**src/rtl/ifetch_buffer_pkg.sv**
```systemverilog
// Shared types and constants for the instruction fetch buffer.
// Latency: n/a (declarations only).
// Backpressure: n/a (declarations only).
package ifetch_buffer_pkg;

  // Canonical RISC-V NOP (addi x0, x0, 0), presented to decode when nothing is valid.
  localparam logic [31:0] NOP_INSTR = 32'h0000_0013;

  // Sequential fetch stride: one 32-bit instruction word.
  localparam logic [31:0] PC_INC = 32'd4;

  // One queued fetch: the instruction word tagged with the address it came from.
  typedef struct packed {
    logic [31:0] pc;
    logic [31:0] instr;
  } fetch_entry_t;

  localparam int ENTRY_W = $bits(fetch_entry_t);

  // Fetch addresses are always word aligned; low two bits of a target are dropped.
  function automatic logic [31:0] align_pc(input logic [31:0] pc);
    return pc & ~32'h3;
  endfunction

endpackage

```
**src/rtl/sync_fifo.sv**
```systemverilog
// Generic synchronous FIFO: registered write, combinational head read, clear input.
// Latency: a word written at the end of cycle N is visible at rd_dat in cycle N+1.
// Backpressure: writes accepted when not full, or when full with a same-cycle read.
module sync_fifo #(
  parameter int DEPTH = 4,
  parameter int WIDTH = 64,
  localparam int AW = $clog2(DEPTH),
  localparam int CW = $clog2(DEPTH) + 1
) (
  input  logic             clk,
  input  logic             rst,
  input  logic             clr,
  input  logic             wr_vld,
  input  logic [WIDTH-1:0] wr_dat,
  input  logic             rd_rdy,
  output logic [WIDTH-1:0] rd_dat,
  output logic             full,
  output logic             empty,
  output logic [CW-1:0]    count
);

  // Storage is deliberately left unreset; only pointers and occupancy are reset.
  logic [WIDTH-1:0] mem [DEPTH];
  logic [AW-1:0]    wr_ptr;
  logic [AW-1:0]    rd_ptr;
  logic             do_wr;
  logic             do_rd;

  assign full   = (count == CW'(DEPTH));
  assign empty  = (count == '0);
  assign do_rd  = rd_rdy && !empty;
  assign do_wr  = wr_vld && (!full || do_rd);
  assign rd_dat = mem[rd_ptr];

  // Pointer and occupancy update; reset and clear both empty the queue and win over traffic.
  always_ff @(posedge clk) begin
    if (rst || clr) begin
      wr_ptr <= '0;
      rd_ptr <= '0;
      count  <= '0;
    end else begin
      if (do_wr) wr_ptr <= wr_ptr + AW'(1);
      if (do_rd) rd_ptr <= rd_ptr + AW'(1);
      unique case ({do_wr, do_rd})
        2'b10:   count <= count + CW'(1);
        2'b01:   count <= count - CW'(1);
        default: count <= count;
      endcase
    end
  end

  // Data array write; a write made during clear lands in a slot that is already dead.
  always_ff @(posedge clk) begin
    if (do_wr) mem[wr_ptr] <= wr_dat;
  end

endmodule

```
**src/rtl/ifetch_buffer.sv**
```systemverilog
// Instruction prefetch buffer between a 1-cycle instruction memory and decode.
// Latency: request in C0, word queued at end of C1, offered to decode in C2; redirect costs 3 cycles.
// Backpressure: id_ready stalls the head; fetch stops once queued + in-flight words reach DEPTH.
module ifetch_buffer
  import ifetch_buffer_pkg::*;
#(
  parameter int          DEPTH    = 4,
  parameter logic [31:0] RESET_PC = 32'h0000_0000
) (
  input  logic        clk,
  input  logic        rst,
  input  logic        redirect_valid,
  input  logic [31:0] redirect_pc,
  output logic        imem_req,
  output logic [31:0] imem_addr,
  input  logic [31:0] imem_rdata,
  output logic        id_valid,
  input  logic        id_ready,
  output logic [31:0] id_instr,
  output logic [31:0] id_pc
);

  localparam int CW = $clog2(DEPTH) + 1;

  logic [31:0]   fetch_pc;
  logic [31:0]   tag_pc;
  logic          inflight;
  logic          squash;
  logic          push_vld;
  logic          pop_rdy;
  logic          q_full;
  logic          q_empty;
  logic [CW-1:0] q_count;
  logic [CW-1:0] credit_used;
  fetch_entry_t  push_entry;
  fetch_entry_t  head_entry;

  // Every in-flight word owns a reserved slot, so a returning word can never find the queue full.
  // The explicit full term is implied by the credit check and only guards against misuse.
  assign credit_used = q_count + CW'(inflight);
  assign imem_req    = !rst && !redirect_valid && !q_full && (credit_used < CW'(DEPTH));
  assign imem_addr   = fetch_pc;

  // Next fetch address: reset vector, redirect target, or sequential step on each request.
  always_ff @(posedge clk) begin
    if (rst) begin
      fetch_pc <= RESET_PC;
    end else if (redirect_valid) begin
      fetch_pc <= align_pc(redirect_pc);
    end else if (imem_req) begin
      fetch_pc <= fetch_pc + PC_INC;
    end
  end

  // Track the single outstanding memory read and remember a redirect for the following cycle.
  always_ff @(posedge clk) begin
    if (rst) begin
      inflight <= 1'b0;
      squash   <= 1'b0;
    end else begin
      inflight <= imem_req;
      squash   <= redirect_valid;
    end
  end

  // Address tag travelling alongside the outstanding read.
  always_ff @(posedge clk) begin
    if (imem_req) tag_pc <= fetch_pc;
  end

  // A word returning in a redirect cycle (or right after one) belongs to the dead path.
  assign push_vld         = inflight && !squash && !redirect_valid;
  assign push_entry.pc    = tag_pc;
  assign push_entry.instr = imem_rdata;

  // Decode handshake; redirect discards the head instead of consuming it.
  assign pop_rdy = id_valid && id_ready && !redirect_valid;

  sync_fifo #(
    .DEPTH (DEPTH),
    .WIDTH (ENTRY_W)
  ) u_queue (
    .clk    (clk),
    .rst    (rst),
    .clr    (redirect_valid),
    .wr_vld (push_vld),
    .wr_dat (push_entry),
    .rd_rdy (pop_rdy),
    .rd_dat (head_entry),
    .full   (q_full),
    .empty  (q_empty),
    .count  (q_count)
  );

  // Decode sees a clean NOP at PC 0 whenever there is nothing valid, including during reset.
  assign id_valid = !rst && !q_empty;
  assign id_instr = id_valid ? head_entry.instr : NOP_INSTR;
  assign id_pc    = id_valid ? head_entry.pc    : 32'h0000_0000;

endmodule

```
**config.mk**
```make
export PLATFORM = sky130hd
export DESIGN_NAME = ifetch_buffer
export DESIGN_NICKNAME = d
export VERILOG_FILES = /design/src/rtl/ifetch_buffer_pkg.sv /design/src/rtl/sync_fifo.sv /design/src/rtl/ifetch_buffer.sv
export SDC_FILE = /design/constraint.sdc
export NUM_CORES = 1
export LEC_CHECK = 0
export CORE_ASPECT_RATIO = 0.75
export CORE_MARGIN = 5
export CORE_UTILIZATION = 55
export DETAILED_ROUTE_END_ITERATION = 12
export HOLD_SLACK_MARGIN = 0.1
export PLACE_DENSITY = 0.79
export SLEW_MARGIN = 20
export SYNTH_ARGS = -nofsm -noshare
export SYNTH_HDL_FRONTEND = slang
export SYNTH_HIERARCHICAL = 1
export SYNTH_SLANG_ARGS = --single-unit
```
**constraint.sdc**
```tcl
create_clock -name clk -period 4.4 [get_ports clk]
set_clock_uncertainty 0.05 [all_clocks]
set_input_delay 0.88 -clock clk [delete_from_list [all_inputs] [get_ports clk]]
set_output_delay 0.88 -clock clk [all_outputs]
set_load 0.03 [all_outputs]
```
---- Word-level counts from Yosys, hierarchy flattened ----
Memories as Yosys holds them, arrays and structs flattened. A register that Yosys moved wholly into a read port is not among the register bits.
Index checks and enable logic that the tools add are counted.
operators by class
  magnitude comparators ................... 1
  $add $sub $neg .......................... 6
  multiply operators ...................... 0
  muxes and demuxes ....................... 9
  shift operators ......................... 0
  equal/unequal tests ..................... 3
  divide/modulo/power cells ............... 0
  bitwise gates (word level) .............. 0
  reductions and logical operators ........ 21
operators with widths
  operator                 number
  $mux W32                 4
  $add A32 B3 Y32 const B  1
  $logic_and A1 B1 Y1      10
  $pmux W3 S2              1
  $logic_not A1 Y1         5
  $add A2 B1 Y2 const B    2
  $mux W2                  2
  $reduce_bool A2 Y1       2
  $add A3 B1 Y3            1
  $add A3 B1 Y3 const B    1
  $eq A3 B3 Y1 const B     1
  $logic_not A3 Y1         1
  $lt A3 B3 Y1 const B     1
  $sub A3 B1 Y3 const B    1
  $eq A2 B1 Y1 const B     1
  $eq A2 B2 Y1 const B     1
  $logic_or A1 B1 Y1       2
  $mux W1                  2
  $reduce_or A2 Y1         1
word-level totals
  memory bits (writable) .................. 256
  word-level logic and storage cells ...... 49
  bits in read-only memories .............. 0
  output and inout bits ................... 98
  latch bits .............................. 0
  memories kept ........................... 1
  register bits after elaboration ......... 73
  input port bits ......................... 68
memories
  name         depth  bits a word  rd ports  clocked after Yosys merged registers in  write ports  RTL line         source
  u_queue.mem  4      64           1         1                                        1            sync_fifo.sv:23  logic [WIDTH-1:0] mem [DEPTH];

---- Logic depth before layout (Yosys ltp) ----
  word-level depth ........................ 10
  mapped depth ............................ 13

---- Cells and area by module ----
Netlist, hierarchy kept.
modules (own cells, without submodules)
  module         area an instance (um^2)  seq. area each (um^2)  times used  cells an instance
  sync_fifo      9685.5                   7867.5                 1           390
  ifetch_buffer  3281.9                   1541.5                 1           342

---- Worst setup path before layout ----
No wires, ideal clock.
  path kind ............................... input to register
  start point ............................. input redirect_valid
  end point ............................... memory u_queue.mem[0][0] (enable)
  cell stages on the path ................. 4
  data arrival time ....................... 3.386 ns
  path slack .............................. 0.535 ns
  path buffers ............................ 2
  cell sequence ........................... clkbuf_1 > clkbuf_1 > nor3b_1 > and3_1
between the ends
  elaborated cells between the ends (all ways) .. 8
  those cells by class .................... 2 x mux; 6 x reduce/logical
RTL lines
  item                           RTL line             source
  start: declaration             ifetch_buffer.sv:12  input logic redirect_valid,
  $logic_not A1 Y1               ifetch_buffer.sv:72  assign push_vld = inflight && !squash && !redirect_valid;
  $logic_and A1 B1 Y1            ifetch_buffer.sv:72
  net push_vld                   ifetch_buffer.sv:29  logic push_vld;
  $logic_and A1 B1 Y1            sync_fifo.sv:32      assign do_wr = wr_vld && (!full || do_rd);
  $mux W1                        sync_fifo.sv:54      if (do_wr) mem[wr_ptr] <= wr_dat;
  $mux W1 (implied by the code)  sync_fifo.sv:54
  end: declaration               sync_fifo.sv:23
The timed path passes the listed nets, and every way through them passes these cells.

---- Final worst setup path ----
  start point ............................. input rst
  end point ............................... output imem_req
between the ends
  word-level cells in the longest chain between the ends .. 4
ends and longest elaborated chain
  item                              RTL line             source
  start: declaration                ifetch_buffer.sv:11  input logic rst,
  $logic_not A1 Y1                  ifetch_buffer.sv:41  assign imem_req = !rst && !redirect_valid && !q_full && (credit_used < CW'(DEPTH));
  $logic_and A1 B1 Y1 (3 in a row)  ifetch_buffer.sv:41
  end: declaration                  ifetch_buffer.sv:14  output logic imem_req,
No other way between the ends.

==> qor.csv <==
metric,value,unit
vias in the first global route,7540,
CP max FO,15,
Max Slew Vio Count,0,
width of the die,187.3,um
CP Cell Sequence,"clkdlybuf4s50_1, buf_4, nor4b_1, mux2i_1, inv_2, clkdlybuf4s50_1",
most common cell in the netlist,edfxtp_1,
total gr overflow,0,
setup TNS,0,ns
number of synthesized flops with an enable pin,286,
Longest Clk Path Bufs,3,
largest family of logic cells by synthesized area,multiplexers,
final WL,27790,um
Reg-to-Reg Start,u_queue/count[2]$_SDFFE_PP0P_,
Rel. slew slack,29.12,%
Yosys reg bits,327,
xor/xnor share of the synthesized area,1.013,%
syn_area_per_cell,17.72,um^2
PortBufs,161,
floorplan row count,48,
Core Box Area,0.02312,mm^2
GRT Util Overall,20.87,%
CTS Root Cell,clkbuf_16,
largest net degree at the start of global routing,65,
Num CTS Buffers,31,
CP endpoint kind,output port,
Synth Area in Compound Gates,3.850,%
RSZ-0062 raised after global routing,no,
dpl hpwl,16620,um
internal reg-to-reg setup slack,1.07,ns
clock transition at the registers of the reported paths,0.06,ns
post-synthesis sequential area ratio,72.56,%
post-CTS sizing,0,
First-pass DRT Iterations,5,
most frequent CP cell,clkdlybuf4s50_1,
Critical Path AT,2.79,ns
post-synth top area share,66.23,%
max-cap violations,0,
r2r endpoint,u_queue/count[2]$_SDFFE_PP0P_,
Fillers,1469,
CP required,3.47,ns
number of instances in the placed design,1178,
shortest period the worst path allows,3.716,ns
multiplexer share of the synthesized area,11.28,%
area grow syn2layout,23.03,%
die height,143.0,um
CTS tree,done,
worst-case reg-to-reg path depth,13,
routed via count,7283,
H-tree levels,1,
number of DRC markers in iteration 0,640,
Mapped Cells,732,
crit-path max cell delay,0.67,ns
Syn. warnings,6,
initial core utilization,56.08,%
Synth area leader,edfxtp_1,
predominant post-synthesis flop cell,edfxtp_1,
antenna violations before repair,0,
clk_lat worst skew,0.55,ns
Synth async-reset ratio,0,%
postcts setup bufs,0,
Pwr per Cell Area,403.1,mW/mm^2
Leak Pwr,5.226,nW
first-pass GRT wire length,43760,um
filler-free cell count of the finished design,1232,
Hold Path Depth,2,
Post-synth top cells,"edfxtp_1, and2_1, mux4_2",
DR WL/cell,22.56,um
Post-Synth Adder-Cell Area,0.7333,%
IO Count,166,
Final nets,986,
min-delay src,u_queue/rd_ptr[1]$_SDFFE_PP0P_,
Crit Path Class,input pin to output port,
Min-Delay Path Class,register to register,
total die area,0.02678,mm^2
synthesized area,0.01297,mm^2
hold_buf cts,0,
DR DRC count,0,
layout cells sized above 1,22.10,%
Max Fclk,269.1,MHz
VDD IR max,405.5,uV
Placer Congestion,0.8507,
Critical Path Slowest Stage Cell,clkdlybuf4s50_1,
Final Hold Fails,0,
CP Launch Type,input pin,
vias per cell,5.912,
status,"complete, no violations",
fin crit share,84.47,%
n_diodes,0,
Final setup viols,0,
ranking of synthesized cells by area,"edfxtp_1, mux4_2, dfxtp_1, and2_1, nand2_1",
synthesized-area fraction occupied by and/or/nand/nor cells,8.896,%
Cell variety after synth,61,
clk sink count,327,
post-route ant nets,0,
Worst Max-Slew Pin Slew,1.063,ns
==> sequential cells by signal, indices dropped and copies added, names as in the netlist, named ones only <==
register,flops
imem_addr,30
tag_pc,30
inflight,1
u_queue/count,3
u_queue/mem,256
squash,1
u_queue/wr_ptr,2
u_queue/rd_ptr,2
==> how the worst max path moves through the flow <==
| stage | from | to | slack [ns] | depth (start not counted) |
|---|---|---|---|---|
| 3_3_place_gp | rst | u_queue/count[2]$_SDFFE_PP0P_ | 0.53 | 12 |
| 2_1_floorplan | redirect_valid | u_queue/mem[0][0]$_DFFE_PP_ | 0.53 | 4 |
| 6_report | rst | imem_req | 0.68 | 6 |
| 5_1_grt | rst | imem_req | 0.52 | 6 |
| 4_1_cts | register | id_instr[1] | 0.68 | 3 |
| 3_5_place_dp | rst | u_queue/count[2]$_SDFFE_PP0P_ | 0.52 | 12 |
==> power by group <==
part / switching, mW / internal (mW)
logic: 0.145 / 0.127
clock network: 1.08 / 1.61
registers: 0.0521 / 3.42
==> layout make-up <==
cell class | count | area (um^2) | area share [%]
multi-input combinational | 364 | 3407 | 21.36
clock inverter | 17 | 212.7 | 1.333
tap | 300 | 375.4 | 2.353
sequential | 327 | 9417 | 59.02
inverter | 14 | 52.55 | 0.3294
timing repair buffer | 173 | 1672 | 10.48
clock buffer | 37 | 818.3 | 5.129
==> cells in the final DEF, fill, tap and decap left out, drive strengths merged, types with 5 or more instances in the layout <==
| master | count |
|---|---|
| o211ai | 6 |
| clkdlybuf4s50 | 99 |
| a21oi | 18 |
| xor2 | 5 |
| clkinv | 12 |
| a211oi | 7 |
| nor4 | 6 |
| xnor2 | 10 |
| conb | 10 |
| ha | 6 |
| and2 | 67 |
| dfxtp | 41 |
| buf | 74 |
| nand4 | 12 |
| clkbuf | 37 |
| mux4 | 64 |
| nor2 | 17 |
| and3 | 11 |
| o21ai | 7 |
| inv | 14 |
| nor3 | 8 |
| edfxtp | 286 |
| nand2 | 35 |
| and4 | 6 |
| or3 | 13 |
| nand3 | 12 |
| bufinv | 5 |
| a31oi | 14 |
==> cells by family (layout without fill, tap and decap cells) <==
kind of cell,Yosys count,in the layout
buffers and inverters,50,241
xor gates and xnor gates,15,15
DFF,327,327
adders and majority gates,7,7
muxes,66,66
AOI/OAI and AO/OA,72,72
and+or+nand+nor,194,194
other,1,10
==> routing by layer <==
metal  GRT usage (%)  part of all wire [%]
met3           2.761                   6.4
met2           34.11                    48
met4           5.173                   2.6
met5               0                     0
met1           30.61                    43
==> metrics by stage <==
stage | cell area [um^2] | hold slack, ns | setup WS [ns] | power [mW] | util (%)
5_1_grt | 15950 | 0.4712 | 0.5235 | 6.635 | 69.00
4_1_cts | 15950 | 0.4438 | 0.6798 | 6.476 | 69.00
3_3_place_gp | 14920 | 0.4125 | 0.5330 | 3.800 | 64.54
2_1_floorplan | 13000 | 0.4087 | 0.5346 | 3.645 | -
3_5_place_dp | 14920 | 0.4276 | 0.5187 | 3.808 | 64.54
6_report | 15950 | 0.4494 | 0.6835 | 6.431 | 69.00
==> worst max-delay path, delay by kind of cell <==
family	cells	cell delay (ns)
multiplexers	1	0.18
AND/OR/NAND/NOR	1	0.29
buffers and inverters	4	1.44
No activity file was read; power rests on OpenSTA's default activity.
